$ cat src/rtl/gsim_result_buffer.sv
// Ping-pong result buffer between the Gauss-Seidel solver and a back-pressuring consumer.
// Captures 16-word Q16.16 frames into two banks and replays them over a ready/valid stream.
module gsim_result_buffer #(
    parameter int N_WORDS  = 16,
    parameter int DW       = 32,
    parameter bit ROUND_EN = 1'b0
) (
    input  logic                       clk,
    input  logic                       reset,
    input  logic                       sol_valid,
    input  logic [DW-1:0]              sol_data,
    output logic                       out_valid,
    input  logic                       out_ready,
    output logic [DW-1:0]              out_data,
    output logic [$clog2(N_WORDS)-1:0] out_idx,
    output logic                       out_last,
    output logic [7:0]                 frame_cnt,
    output logic                       overflow,
    output logic                       frame_err
);

    localparam int IW = $clog2(N_WORDS);
    localparam logic [IW-1:0] PTR_ZERO = {IW{1'b0}};
    localparam logic [IW-1:0] PTR_ONE  = {{(IW-1){1'b0}}, 1'b1};
    localparam logic [IW-1:0] PTR_LAST = IW'(N_WORDS - 1);

    typedef enum logic [1:0] {
        W_IDLE = 2'd0,
        W_FILL = 2'd1,
        W_DROP = 2'd2
    } wstate_t;

    typedef enum logic {
        R_IDLE = 1'b0,
        R_SEND = 1'b1
    } rstate_t;

    // Round-half-up of a Q16.16 word to an integer, saturated to DW bits.
    function automatic logic [DW-1:0] round_q16(input logic [DW-1:0] word);
        logic signed [DW:0] sum;
        logic signed [DW:0] shifted;
        sum     = $signed({word[DW-1], word}) + $signed({{(DW-15){1'b0}}, 16'h8000});
        shifted = sum >>> 5'd16;
        if (shifted[DW] != shifted[DW-1]) begin
            round_q16 = shifted[DW] ? {1'b1, {(DW-1){1'b0}}} : {1'b0, {(DW-1){1'b1}}};
        end else begin
            round_q16 = shifted[DW-1:0];
        end
    endfunction

    logic [DW-1:0] r_mem [0:1][0:N_WORDS-1];
    logic [1:0]    r_full;

    wstate_t       r_wstate;
    wstate_t       w_wstate_nxt;
    logic          r_cap_en;
    logic [IW-1:0] r_wr_ptr;
    logic [IW-1:0] w_wr_ptr_nxt;
    logic          r_wr_bank;
    logic          w_we;
    logic          w_set_full;
    logic          w_ferr;
    logic          w_ovf_set;
    logic          r_frame_err;
    logic          r_overflow;

    rstate_t       r_rstate;
    rstate_t       w_rstate_nxt;
    logic          r_rd_bank;
    logic          w_rd_bank_nxt;
    logic [IW-1:0] r_rd_ptr;
    logic          w_xfer;
    logic          w_load;
    logic          w_load_bank;
    logic [IW-1:0] w_load_ptr;
    logic          w_clr_full;
    logic          w_cnt_inc;
    logic          w_valid_nxt;
    logic          r_out_valid;
    logic [DW-1:0] r_out_data;
    logic          r_out_last;
    logic [7:0]    r_frame_cnt;
    logic [DW-1:0] w_rd_word;
    logic [DW-1:0] w_fmt_word;

    // Write FSM next state: a frame only starts into an empty bank, otherwise it is dropped whole.
    always_comb begin
        w_wstate_nxt = r_wstate;
        w_wr_ptr_nxt = r_wr_ptr;
        w_we         = 1'b0;
        w_set_full   = 1'b0;
        w_ferr       = 1'b0;
        w_ovf_set    = 1'b0;
        case (r_wstate)
            W_IDLE: begin
                if (r_cap_en) begin
                    if (!r_full[r_wr_bank]) begin
                        w_we         = 1'b1;
                        w_wr_ptr_nxt = PTR_ONE;
                        w_wstate_nxt = W_FILL;
                    end else begin
                        w_ovf_set    = 1'b1;
                        w_wstate_nxt = W_DROP;
                    end
                end else begin
                    w_wr_ptr_nxt = PTR_ZERO;
                end
            end
            W_FILL: begin
                if (r_cap_en) begin
                    w_we = 1'b1;
                    if (r_wr_ptr == PTR_LAST) begin
                        w_set_full   = 1'b1;
                        w_wr_ptr_nxt = PTR_ZERO;
                        w_wstate_nxt = W_IDLE;
                    end else begin
                        w_wr_ptr_nxt = r_wr_ptr + PTR_ONE;
                    end
                end else begin
                    w_ferr       = 1'b1;
                    w_wr_ptr_nxt = PTR_ZERO;
                    w_wstate_nxt = W_IDLE;
                end
            end
            W_DROP: begin
                if (!r_cap_en) begin
                    w_wstate_nxt = W_IDLE;
                end else begin
                    w_wstate_nxt = W_DROP;
                end
            end
            default: begin
                w_wr_ptr_nxt = PTR_ZERO;
                w_wstate_nxt = W_IDLE;
            end
        endcase
    end

    // Write-side state, input alignment and status flags.
    always_ff @(posedge clk or posedge reset) begin
        if (reset) begin
            r_cap_en    <= 1'b0;
            r_wstate    <= W_IDLE;
            r_wr_ptr    <= PTR_ZERO;
            r_wr_bank   <= 1'b0;
            r_frame_err <= 1'b0;
            r_overflow  <= 1'b0;
        end else begin
            r_cap_en    <= sol_valid;
            r_wstate    <= w_wstate_nxt;
            r_wr_ptr    <= w_wr_ptr_nxt;
            r_wr_bank   <= r_wr_bank ^ w_set_full;
            r_frame_err <= w_ferr;
            r_overflow  <= r_overflow | w_ovf_set;
        end
    end

    // Frame storage; bank validity is tracked by r_full, so the array itself needs no reset.
    always_ff @(posedge clk) begin
        if (w_we) begin
            r_mem[r_wr_bank][r_wr_ptr] <= sol_data;
        end
    end

    // Writer only ever fills, and reader only ever drains, the bank it currently owns.
    always_ff @(posedge clk or posedge reset) begin
        if (reset) begin
            r_full <= 2'b00;
        end else begin
            r_full <= (r_full | (w_set_full ? (2'b01 << r_wr_bank) : 2'b00))
                      & ~(w_clr_full ? (2'b01 << r_rd_bank) : 2'b00);
        end
    end

    assign w_xfer = r_out_valid & out_ready;

    // Read FSM next state: preload the next word into the output flops on every accepted beat.
    always_comb begin
        w_rstate_nxt  = r_rstate;
        w_rd_bank_nxt = r_rd_bank;
        w_load        = 1'b0;
        w_load_bank   = r_rd_bank;
        w_load_ptr    = r_rd_ptr;
        w_clr_full    = 1'b0;
        w_cnt_inc     = 1'b0;
        w_valid_nxt   = r_out_valid;
        case (r_rstate)
            R_IDLE: begin
                if (r_full[r_rd_bank]) begin
                    w_load       = 1'b1;
                    w_load_ptr   = PTR_ZERO;
                    w_valid_nxt  = 1'b1;
                    w_rstate_nxt = R_SEND;
                end else begin
                    w_valid_nxt  = 1'b0;
                end
            end
            R_SEND: begin
                if (w_xfer) begin
                    if (r_rd_ptr == PTR_LAST) begin
                        w_clr_full    = 1'b1;
                        w_cnt_inc     = 1'b1;
                        w_rd_bank_nxt = ~r_rd_bank;
                        if (r_full[~r_rd_bank]) begin
                            w_load       = 1'b1;
                            w_load_bank  = ~r_rd_bank;
                            w_load_ptr   = PTR_ZERO;
                            w_valid_nxt  = 1'b1;
                            w_rstate_nxt = R_SEND;
                        end else begin
                            w_valid_nxt  = 1'b0;
                            w_rstate_nxt = R_IDLE;
                        end
                    end else begin
                        w_load     = 1'b1;
                        w_load_ptr = r_rd_ptr + PTR_ONE;
                    end
                end else begin
                    w_valid_nxt = 1'b1;
                end
            end
            default: begin
                w_valid_nxt  = 1'b0;
                w_rstate_nxt = R_IDLE;
            end
        endcase
    end

    assign w_rd_word  = r_mem[w_load_bank][w_load_ptr];
    assign w_fmt_word = ROUND_EN ? round_q16(w_rd_word) : w_rd_word;

    // Read-side state and registered output stream.
    always_ff @(posedge clk or posedge reset) begin
        if (reset) begin
            r_rstate    <= R_IDLE;
            r_rd_bank   <= 1'b0;
            r_rd_ptr    <= PTR_ZERO;
            r_out_valid <= 1'b0;
            r_out_data  <= {DW{1'b0}};
            r_out_last  <= 1'b0;
            r_frame_cnt <= 8'd0;
        end else begin
            r_rstate    <= w_rstate_nxt;
            r_rd_bank   <= w_rd_bank_nxt;
            r_out_valid <= w_valid_nxt;
            r_frame_cnt <= r_frame_cnt + {7'd0, w_cnt_inc};
            if (w_load) begin
                r_rd_ptr   <= w_load_ptr;
                r_out_data <= w_fmt_word;
                r_out_last <= (w_load_ptr == PTR_LAST);
            end else if (!w_valid_nxt) begin
                r_rd_ptr   <= PTR_ZERO;
                r_out_last <= 1'b0;
            end
        end
    end

    assign out_valid = r_out_valid;
    assign out_data  = r_out_data;
    assign out_idx   = r_rd_ptr;
    assign out_last  = r_out_last;
    assign frame_cnt = r_frame_cnt;
    assign overflow  = r_overflow;
    assign frame_err = r_frame_err;

endmodule

$ cat config.mk
export PLATFORM = sky130hd
export DESIGN_NAME = gsim_result_buffer
export DESIGN_NICKNAME = d
export VERILOG_FILES = /design/src/rtl/gsim_result_buffer.sv
export SDC_FILE = /design/constraint.sdc
export NUM_CORES = 1
export LEC_CHECK = 0
export ABC_AREA = 1
export CELL_PAD_IN_SITES_DETAIL_PLACEMENT = 0
export CELL_PAD_IN_SITES_GLOBAL_PLACEMENT = 1
export CORE_MARGIN = 10
export CORE_UTILIZATION = 46
export DETAILED_ROUTE_END_ITERATION = 10
export HOLD_SLACK_MARGIN = 0.02
export MAX_ROUTING_LAYER = met4
export PLACE_DENSITY_LB_ADDON = 0.12
export SYNTH_ARGS = -nofsm -noshare
export SYNTH_HDL_FRONTEND = slang
export SYNTH_SLANG_ARGS = --single-unit
$ cat constraint.sdc
create_clock -name clk -period 3.6 [get_ports clk]
set_input_delay 0.72 -clock clk [delete_from_list [all_inputs] [get_ports clk]]
set_output_delay 0.72 -clock clk [all_outputs]
set_load 0.005 [all_outputs]
---- Word level (Yosys, flattened, before mapping) ----
Memories as Yosys holds them, arrays and structs flattened.
Index checks and enable logic that the tools add are counted.
Widths: inputs -> output; s select.
word-level totals
  logic and storage cells ................. 115
  memories ................................ 1
  RAM bits ................................ 1024
  output and inout port bits .............. 48
  flip-flop bits (word level) ............. 60
memories
  name   depth  bits a word  read ports  clocked after Yosys merged registers in  wr ports  line  source
  r_mem  2      512          1           0                                        1         51    logic [DW-1:0] r_mem [0:1][0:N_WORDS-1];
cells by class
  bitwise gates (word level) .............. 11
  $lt $le $gt $ge ......................... 6
  equality and inequality tests ........... 9
  shifts and indexed selects .............. 2
  add/sub/neg operators ................... 3
  mux-type cells .......................... 64
  reduce and logical (&&, ||, !) cells .... 5
operators with widths
  operator             number
  $mux 512             1
  $bmux 32 s4          1
  $demux 32 s4         1
  $mux 32              3
  $mux 4               10
  $mux 1               34
  $mux 2               7
  $eq 4x4->1 const B   3
  $pmux 4 s3           1
  $ge 5x5->1 const B   2
  $not 4->5            2
  $add 4x1->4 const B  2
  $add 8x1->8          1
  $pmux 1 s2           4
  $pmux 4 s2           1
  $lt 1x2->1 const B   3
  $ne 3x3->1 const B   2
  $pmux 2 s3           1
  $lt 5x1->1 const B   1
  $ne 2x2->1 const B   2
  $reduce_and 2->1     2
  $shl 1x1->2 const A  2
  $not 1->1            3
  $reduce_and 3->1     1
  other kinds (10)     10

---- Depth between registers and ports, before layout ----
  depth after elaboration ................. 11
  depth in mapped cells ................... 18
  mapped depth without buffers ............ 16

---- Worst setup path after synthesis ----
Ideal clock, no wire load.
  path type ............................... reg2reg
  from .................................... reg r_wr_bank
  to ...................................... mem r_mem[0][0] (netlist name), enable pin
  data arrival time ....................... 3.481 ns
  period minus slack after synthesis ...... 3.942 ns
  data required time ...................... 3.139 ns
  setup slack ............................. -0.342 ns
  setup time .............................. 0.461 ns
  stages on the path, launching flop included .. 8
  path through ............................ dfrtp_1 > buf_2 > clkinv_1 > o21ai_0 > nand2_1 > nand2_1 > inv_1 > nor3_1
between the ends
  cells in the longest elaborated chain, start to end .. 7
ends and longest elaborated chain
  item                                       line  source
  start, declared                            59    logic r_wr_bank;
  start signal, assigned                     152   r_wr_bank <= r_wr_bank ^ w_set_full;
  $mux 1 (implied by the code) (2 in a row)  97    if (!r_full[r_wr_bank]) begin
  $mux 1                                     97
  $mux 1                                     96    if (r_cap_en) begin
  $pmux 1 s2                                 94    case (r_wstate)
  $mux 1                                     160   if (w_we) begin
  $mux 512 (implied by the code)             161   r_mem[r_wr_bank][r_wr_ptr] <= sol_data;
  end, declared                              51
Several ways; a longest one is shown, not always the timed one. The select of a mux whose other input is x is not followed.

---- Worst setup path after layout ----
  from .................................... reg r_rd_bank
  to ...................................... reg r_out_data[2] (netlist: out_data[2])
between the ends
  cells in the longest elaborated chain, start to end .. 10
  elaborated cells on any way between the ends .. 24
ends and longest elaborated chain
  item                                               line  source
  start, declared                                    69    logic r_rd_bank;
  start signal, assigned                             244   r_rd_bank <= w_rd_bank_nxt;
  $mux 1 (implied by the code) (2 in a row)          204   if (r_full[~r_rd_bank]) begin
  $mux 1 / $mux 4 (equally long branches)            204
  $mux 1 / $mux 4 (equally long branches)            200   if (r_rd_ptr == PTR_LAST) begin
  $mux 1 / $mux 4 (equally long branches)            199   if (w_xfer) begin
  $mux 1 / $pmux 4 s2 (equally long branches)        187   case (r_rstate)
  $mem_v2 2x512 / $not 4->5 (equally long branches)  n/a
  $bmux 32 s4                                        229   assign w_rd_word = r_mem[w_load_bank][w_load_ptr];
  $mux 32 (implied by the code) (2 in a row)         229
  end signal, assigned                               239   r_out_data <= {DW{1'b0}};
  end signal, assigned                               249   r_out_data <= w_fmt_word;
  end, declared                                      80    logic [DW-1:0] r_out_data;
Several ways; a longest one is shown, not always the timed one. The select of a mux whose other input is x is not followed.
A chain may end at the register's enable or synchronous reset.

==> impl_metrics.toml <==
[status]
outcome = "completed"

[hold_path]
hold_path_class = "in -> async"

[global_routing]
grtUsageMet3 = 0.0332
use_met1 = 0.344
grt.met2_usage = 0.406
grt_pass1_vias = 29500
grt_start_max_net_pins = 108
busiest_layer = "met2"
grt_pass1_wl_mm = 205
antenna_found_initial = 5
overflow = 0
grtUsageTotal = 0.254

[die]
rows = 115
die_area_mm2 = 0.112
ios = 84
die_x_um = 335
start_util = 0.464
die_h_um = 335
core_area_mm2 = 0.0984

[critical_path]
end_kind = "flip-flop"
required_ns = 4.23
critPathMaxStageDelay_ns = 0.56
crit_path_top_delay_cell = "dfrtp_1"
path_class = "reg -> reg"
crit_top_cell = "nand2_1"
cp_data_arrival_time_ns = 3.58
critPathLaunchType = "flip-flop"
path_buf_inv = 3
critical-path-top-delay-family = "compound AO/OA/AOI/OAI gates"
path_max_fanout = 30
crit_chain = "o21ai_1 > o21ai_0 > a21boi_4 > buf_12 > buf_4 > buf_4 > nand2_1 > nand2_1 > nand2_1 > nand3_1 > nand3_1 > nand2_1 > nand2_1 > nand2_1"

[finish]
layout-drive-gt1-share = 0.0950
multiInputGateArea_mm2 = 0.0119
fill_cells = 8552
seq_area_mm2 = 0.0323
syn_to_final_growth_pct = 16.1
nets = 4284

[synthesis]
syn_area_per_cell_um2 = 11.1
synth_edf_count = 1024
ys_seq_area_frac = 0.706
yosys-top-cells-count = "nand2_1 (1,592), edfxtp_1 (1,024), nand3_1 (919), buf_2 (131), inv_1 (77)"
synth_top_area_frac = 0.673
synthCells = 4100
synth_cell_type_count = 35
yosys_warnings = 0
synth_top_cell_by_area = "edfxtp_1"
synthTopCellsByArea = "edfxtp_1 (67%), nand2_1 (13%), nand3_1 (10%)"
ys.flop_type = "edfxtp_1"
syn_area_mm2 = 0.0457
ys_ff_latch = 1084
synth_most_common_cell = "nand2_1"
syn_nets = 4145
synthArstFlopShare = 0.0554

[timing]
clock_skew_ns = 0.0232
tns_ns = 0
finalHoldViolCount = 0
max_slew_margin = 0.227
period_share = 0.820
fmax_ghz = 0.339
finalSetupViolations = 0
maxSlewViolCount = 0
worst_pin_slew_ns = 1.16
fin_crit_ns = 2.95
rsz0062_at_grt = "false"

[routing]
drtIter0Drc = 2960
ant_nets = 0
drtPass1Iterations = 7
wirelength_mm = 140
vias_per_cell = 5.53
vias = 31100
wire_per_inst_um = 24.9
drc_errors = 0

[clocking]
cts_tree = "built"
insertion_delay_ns = 0.71
cts_setup_buffers = 0
post_cts_resized = 0
cts_root_buf = "clkbuf_16"
htreeDepth = 3
clock-sinks = 1084
ctsLongestPathBuffers = 3
cts_made_buffers = 117
cts.clk_slew.worst_paths_ns = 0.06
holdBufCountCts = 0

[placed_design]
numPortBuffers = 83
dp_hpwl_mm = 79.0
gp_congestion = 0.802

[pwr]
p_total_w = 0.0387
vdd_drop_max_uv = 495
power.density_mw_per_mm2 = 730
leakage_nw = 20.4

[flow_run]
maxCapViolations = 0
-- placed cells by master (no fill, tap or decap), types with 28 or more instances in the layout --
cell type	n
nand3b_1	39
buf_12	66
clkinv_1	35
inv_1	75
clkbuf_16	119
nor2_4	31
edfxtp_1	1024
buf_4	137
clkdlybuf4s50_1	83
nand2_1	1589
dfrtp_1	60
nand3_1	919
clkbuf_1	28
-- metrics by stage --
step / setup WS (ns) / cell area, um2 / hold WS, ns / cells / utilization
finish: 0.648 / 53000 / 0.412 / 5628 / 0.539
global route: 0.414 / 53000 / 0.425 / 5628 / 0.539
CTS: 0.617 / 53000 / 0.402 / 5625 / 0.539
detailed placement: 0.209 / 49200 / 0.410 / 5407 / 0.500
global placement: 0.185 / 49200 / 0.412 / 5407 / 0.500
floorplan: -0.342 / 45700 / 0.403 / 4100 / -
-- final timing paths --
check                          start  cells past startpoint  slack [ns]      endpoint
max                        r_rd_bank                     14        0.65   out_data[2]
min                            reset                      2        0.41  frame_cnt[5]
max reg2reg                r_rd_bank                     14        0.65   out_data[2]
min reg2reg                 r_cap_en                      1        0.41     frame_err
max in group asynchronous      reset                      3        2.50  out_data[26]
min in group clk            r_cap_en                      1        0.41     frame_err
-- registers in the layout (all words and copies together), names as in the netlist --
name,cells
r_cap_en,1
r_rstate,1
out_idx,4
frame_err,1
r_wr_ptr,4
r_mem,1024
frame_cnt,8
overflow,1
r_wstate,2
out_data,32
r_full,2
out_valid,1
out_last,1
r_rd_bank,1
r_wr_bank,1
-- cell families after synthesis --
family / Yosys count / share of synthesized area
AOI/OAI and AO/OA: 33 / 0.00414
xor gates and xnor gates: 8 / 0.00153
adders and majority gates: 9 / 0.00247
buffers and inverters: 349 / 0.0410
and+or+nand+nor: 2617 / 0.245
DFF: 1084 / 0.706
-- power breakdown --
group	switching [W]	internal [W]
Clock	0.00489	0.00703
Sequential	0.000371	0.0142
Combinational	0.00812	0.00414
-- cell type report --
cell class / instances / area share
Sequential cell: 1084 / 0.608
Multi-Input combinational cell: 2667 / 0.224
Timing Repair Buffer: 286 / 0.0600
Clock buffer: 151 / 0.0592
Tap cell: 1287 / 0.0304
Clock inverter: 67 / 0.0124
Inverter: 83 / 0.00595
Antenna cell: 3 / 0.000142
-- per-layer routing --
layer,wire (um),part of all wire,up-vias
li1,-,-,14500
met1,62200,0.44,15400
met2,67400,0.48,978
met3,7540,0.054,211
met4,3240,0.023,0
met5,0,0,-
(Power assumes the default switching activity.)
